<file path="src/rtl/gray_input_controller.sv">
// Gray input sequencer: picks the 4-bit Gray code from debounced switches, an
// internal timed counter or a frozen value, cycled by a debounced mode button.
module gray_input_controller #(
    parameter int DB_CNT   = 270000,
    parameter int STEP_CNT = 13500000
) (
    input  logic       clk,
    input  logic       rst,
    input  logic [3:0] sw_gray,
    input  logic       btn_mode,
    output logic [3:0] gray_out,
    output logic       gray_upd,
    output logic [1:0] mode
);
    localparam int DBW = $clog2(DB_CNT);
    localparam int STW = $clog2(STEP_CNT);
    // Stable value is taken on the DB_CNT-th matching sample; the count then parks.
    localparam logic [DBW-1:0] DB_ACC    = DBW'(DB_CNT - 2);
    localparam logic [DBW-1:0] DB_SAT    = DBW'(DB_CNT - 1);
    localparam logic [STW-1:0] STEP_LAST = STW'(STEP_CNT - 1);

    typedef enum logic [1:0] {
        MANUAL = 2'b00,
        AUTO   = 2'b01,
        HOLD   = 2'b10
    } mode_e;

    logic [3:0]     sw_meta_q, sw_sync_q;
    logic [3:0]     sw_cand_q, sw_cand_d;
    logic [DBW-1:0] sw_cnt_q,  sw_cnt_d;
    logic [3:0]     sw_db_q,   sw_db_d;

    logic           btn_meta_q, btn_sync_q;
    logic           btn_cand_q, btn_cand_d;
    logic [DBW-1:0] btn_cnt_q,  btn_cnt_d;
    logic           btn_db_q,   btn_db_d;
    logic           press_q,    press_d;

    mode_e          state_q, state_d;
    logic [3:0]     gray_q,  gray_d;
    logic           upd_q,   upd_d;
    logic [3:0]     bin_q,   bin_d;
    logic [3:0]     bin_inc;
    logic [STW-1:0] step_q,  step_d;

    function automatic logic [3:0] gray2bin(input logic [3:0] g);
        logic [3:0] b;
        b[3] = g[3];
        for (int i = 2; i >= 0; i--) b[i] = b[i+1] ^ g[i];
        return b;
    endfunction

    always_comb begin
        sw_cand_d = sw_cand_q;
        sw_cnt_d  = sw_cnt_q;
        sw_db_d   = sw_db_q;
        if (sw_sync_q != sw_cand_q) begin
            sw_cand_d = sw_sync_q;
            sw_cnt_d  = '0;
        end else if (sw_cnt_q != DB_SAT) begin
            sw_cnt_d = sw_cnt_q + 1'b1;
            if (sw_cnt_q == DB_ACC) sw_db_d = sw_cand_q;
        end
    end

    always_comb begin
        btn_cand_d = btn_cand_q;
        btn_cnt_d  = btn_cnt_q;
        btn_db_d   = btn_db_q;
        if (btn_sync_q != btn_cand_q) begin
            btn_cand_d = btn_sync_q;
            btn_cnt_d  = '0;
        end else if (btn_cnt_q != DB_SAT) begin
            btn_cnt_d = btn_cnt_q + 1'b1;
            if (btn_cnt_q == DB_ACC) btn_db_d = btn_cand_q;
        end
        press_d = btn_db_d & ~btn_db_q;
    end

    always_ff @(posedge clk or posedge rst) begin
        if (rst) begin
            sw_meta_q  <= '0;
            sw_sync_q  <= '0;
            sw_cand_q  <= '0;
            sw_cnt_q   <= '0;
            sw_db_q    <= '0;
            btn_meta_q <= 1'b0;
            btn_sync_q <= 1'b0;
            btn_cand_q <= 1'b0;
            btn_cnt_q  <= '0;
            btn_db_q   <= 1'b0;
            press_q    <= 1'b0;
        end else begin
            sw_meta_q  <= sw_gray;
            sw_sync_q  <= sw_meta_q;
            sw_cand_q  <= sw_cand_d;
            sw_cnt_q   <= sw_cnt_d;
            sw_db_q    <= sw_db_d;
            btn_meta_q <= btn_mode;
            btn_sync_q <= btn_meta_q;
            btn_cand_q <= btn_cand_d;
            btn_cnt_q  <= btn_cnt_d;
            btn_db_q   <= btn_db_d;
            press_q    <= press_d;
        end
    end

    always_ff @(posedge clk or posedge rst) begin
        if (rst) begin
            state_q <= MANUAL;
            gray_q  <= '0;
            upd_q   <= 1'b0;
            bin_q   <= '0;
            step_q  <= '0;
        end else begin
            state_q <= state_d;
            gray_q  <= gray_d;
            upd_q   <= upd_d;
            bin_q   <= bin_d;
            step_q  <= step_d;
        end
    end

    // A press always wins: it suppresses both the switch follow and the AUTO step.
    always_comb begin
        state_d = state_q;
        gray_d  = gray_q;
        bin_d   = bin_q;
        step_d  = step_q;
        bin_inc = bin_q + 4'd1;
        case (state_q)
            MANUAL: begin
                if (press_q) begin
                    state_d = AUTO;
                    bin_d   = gray2bin(gray_q);
                    step_d  = '0;
                end else begin
                    gray_d = sw_db_d;
                end
            end
            AUTO: begin
                if (press_q) begin
                    state_d = HOLD;
                end else if (step_q == STEP_LAST) begin
                    step_d = '0;
                    bin_d  = bin_inc;
                    gray_d = bin_inc ^ (bin_inc >> 1);
                end else begin
                    step_d = step_q + 1'b1;
                end
            end
            HOLD: begin
                if (press_q) state_d = MANUAL;
            end
            default: state_d = MANUAL;
        endcase
        upd_d = (gray_d != gray_q);
    end

    assign gray_out = gray_q;
    assign gray_upd = upd_q;
    assign mode     = state_q;

endmodule

</file>
<file path="config.mk">
export PLATFORM = sky130hd
export DESIGN_NAME = gray_input_controller
export DESIGN_NICKNAME = d
export VERILOG_FILES = /design/src/rtl/gray_input_controller.sv
export SDC_FILE = /design/constraint.sdc
export NUM_CORES = 1
export LEC_CHECK = 0
export ABC_AREA = 1
export CORE_ASPECT_RATIO = 1.1
export CORE_MARGIN = 2
export CORE_UTILIZATION = 40
export DETAILED_ROUTE_END_ITERATION = 7
export GPL_ROUTABILITY_DRIVEN = 0
export SKIP_LAST_GASP = 1
export SLEW_MARGIN = 10
export SYNTH_ARGS = -nofsm -noshare
export SYNTH_HDL_FRONTEND = slang
export SYNTH_SLANG_ARGS = --single-unit
</file>
<file path="constraint.sdc">
create_clock -name clk -period 3.9 [get_ports clk]
set_input_delay 0.78 -clock clk [delete_from_list [all_inputs] [get_ports clk]]
set_output_delay 0.78 -clock clk [all_outputs]
set_load 0.01 [all_outputs]
</file>
==> flow_summary.json <==
{
  "finalPower_mw": 1.992,
  "clk_path_buf_depth": 2,
  "end_kind": "output pin",
  "path_buf_inv": 1,
  "worstSetupPathType": "register to output pin",
  "cp-startpoint": "mode[1]",
  "hold_start": "sw_meta_q[3]",
  "postSynth.asyncResetShare_pct": 100.0,
  "finalCriticalPeriod_ns": 2.262,
  "via_per_inst": 5.024,
  "cp-start-kind": "register",
  "drt_iter0_markers": 169,
  "mostFrequentLayoutCells": "131 x nand2_1, 94 x dfrtp_1, 70 x inv_1",
  "htreeDepth": 3,
  "postCtsHoldBufs": 0,
  "critPathMaxStageDelay_ns": 0.63,
  "cpMaxStageDelayCell": "clkdlybuf4s50_1",
  "ant_nets": 0,
  "drive_above_1_share_pct": 10.72,
  "slew-limit-headroom_pct": 65.07,
  "crit_required_ns": 3.12,
  "finalHoldViolations": 0,
  "synth.top_cell.area_share_pct": 48.18,
  "dpl.hpwl_um": 6986,
  "synth.distinct_cells": 40,
  "die_area_sq_mm": 0.01311,
  "synth_sequential_area_ratio_pct": 48.18,
  "clk_pin_slew_ns": 0.07,
  "cts_setup_buffers": 0,
  "cts_resized": 0,
  "yosys-top-cells-area": "dfrtp_1 48%, nand2_1 10%, inv_1 5.5%",
  "die_h_um": 119.9,
  "yosysWarnings": 0,
  "power_density_mw_per_mm2": 361.7,
  "diodes": 0,
  "ir_drop_uv": 184.9,
  "core_area_sq_mm": 0.01198,
  "grt_start_max_net_pins": 95,
  "period_share_pct": 58.00,
  "root_buffer": "clkbuf_16",
  "grt_pass1_wl_um": 17210,
  "max_freq_mhz": 442.1,
  "start_util_pct": 40.75,
  "whs_endpoint": "sw_sync_q[3]",
  "overflow": 0,
  "grt_setup_unrepaired": "false",
  "ios": 14,
  "synthesis.nets": 619,
  "worstPathArrival_ns": 1.48,
  "timing.final.max_slew_violations": 0,
  "cts_buffers": 9,
  "tightestPinTransition_ns": 0.5199,
  "stdcell_count": 779,
  "setup_viol": 0,
  "maxCapViolations": 0,
  "die_w_um": 109.3,
  "rrSetupSlack_ns": 1.65,
  "synthCells": 606,
  "r2r_cells": 10,
  "r2r_start": "mode[1]",
  "rows": 42,
  "syn_area_per_cell_sq_um": 8.056,
  "critical-path-top-delay-family": "buffers and inverters",
  "synth-edff-count": 0,
  "fin_setup_tns_ns": 0,
  "routedWlPerCell_um": 12.53,
  "portBuffers": 13,
  "crit_chain": "clkdlybuf4s50_1",
  "final_common_cell": "nand2_1",
  "place_inst": 764,
  "yosysTopAreaCell": "dfrtp_1",
  "power_leakage_nw": 2.385,
  "antenna_found_initial": 0,
  "syn_area_sq_mm": 0.004882,
  "vias": 3914,
  "drt_wl_total_um": 9764,
  "ys_ff_latch": 94,
  "cts_sinks": 94,
  "r2r-end": "step_q[20]",
  "fin_nets": 634,
  "hp-class": "register to register",
  "fin_skew_ns": 0.006916,
  "area_delta_synth_final_pct": 12.79,
  "whs_path_depth": 0,
  "drc": 0,
  "grt_usage_pct": 16.55,
  "insertion_delay_ns": 0.35,
  "hold_ws_ns": 0.3497,
  "synth_flop_cell": "dfrtp_1",
  "crit_path_max_fanout": 7,
  "cts_tree": "done",
  "grt_pass1_vias": 3761,
  "status": "complete, no violations",
  "drt-pass1-iter-count": 4
}
==> state kept, by name, indices dropped and copies added, names as in the netlist <==
| name | count |
|---|---|
| bin_q | 4 |
| press_q | 1 |
| gray_upd | 1 |
| mode | 2 |
| gray_out | 4 |
| btn_cnt_q | 19 |
| sw_db_q | 4 |
| sw_cand_q | 4 |
| sw_sync_q | 4 |
| btn_sync_q | 1 |
| btn_db_q | 1 |
| btn_cand_q | 1 |
| step_q | 24 |
| btn_meta_q | 1 |
| sw_meta_q | 4 |
| sw_cnt_q | 19 |
==> kinds of logic (layout without fill, tap and decap cells) <==
group	count (synthesis)	count (layout)	synth area share (%)
and+or+nand+nor	298	298	28.50
AOI/OAI and AO/OA	100	100	11.61
xor gates and xnor gates	18	18	3.229
buffers and inverters	90	109	6.945
DFF	94	94	48.18
adders and majority gates	6	6	1.538
==> where the power goes <==
part	switching (mW)	internal (mW)	total [mW]
combinational	0.0430	0.0191	0.0621
sequential	0.0108	0.988	0.999
clock	0.370	0.560	0.931
==> final cells by class <==
cell class	instances	area, sq um
fillers	1169	6475
inverters	79	299.0
repair buffers	15	157.7
clock buffers	10	229.0
clock inverters	5	85.08
well taps	154	192.7
flip-flops and latches	94	2352
multi-input cells	422	2191
==> worst max path at each step <==
stage / cells past startpoint / slack, ns / to
floorplan: 1 / 0.67 / bin_q[0]
global placement: 10 / 1.73 / step_q[20]
detailed placement: 10 / 1.65 / step_q[20]
CTS: 1 / 1.63 / mode[1]
global route: 11 / 1.44 / step_q[20]
finish: 1 / 1.64 / mode[1]
==> cell usage after synthesis (5+ instances only) <==
cell type,count
nand2_1,131
dfrtp_1,94
inv_1,71
nor2_1,54
o21ai_0,43
nand3_1,35
a21oi_1,28
nor3_1,19
nor2_2,18
nand4_1,12
xor2_1,12
clkbuf_1,9
nand2_2,9
a31oi_1,7
inv_2,7
ha_1,6
xnor2_1,6
nand3_2,5
nor2_4,5
nor4_1,5
==> stage by stage <==
stage	util, %	instance area (sq um)	setup WS (ns)
after CTS	45.96	5507	1.634
after global routing	45.96	5507	1.444
final	45.96	5507	1.638
after floorplan	-	4882	0.6713
after global placement	43.34	5192	1.728
after detailed placement	43.34	5192	1.647
==> layer usage <==
layer	up-vias	wire length (um)	GRT usage (%)
met5	-	0	0
met2	48	4552	25.69
met4	0	197	7.358
li1	2018	-	-
met1	1835	4720	22.09
met3	13	293	3.531
Power figures use the tool's default switching activity.
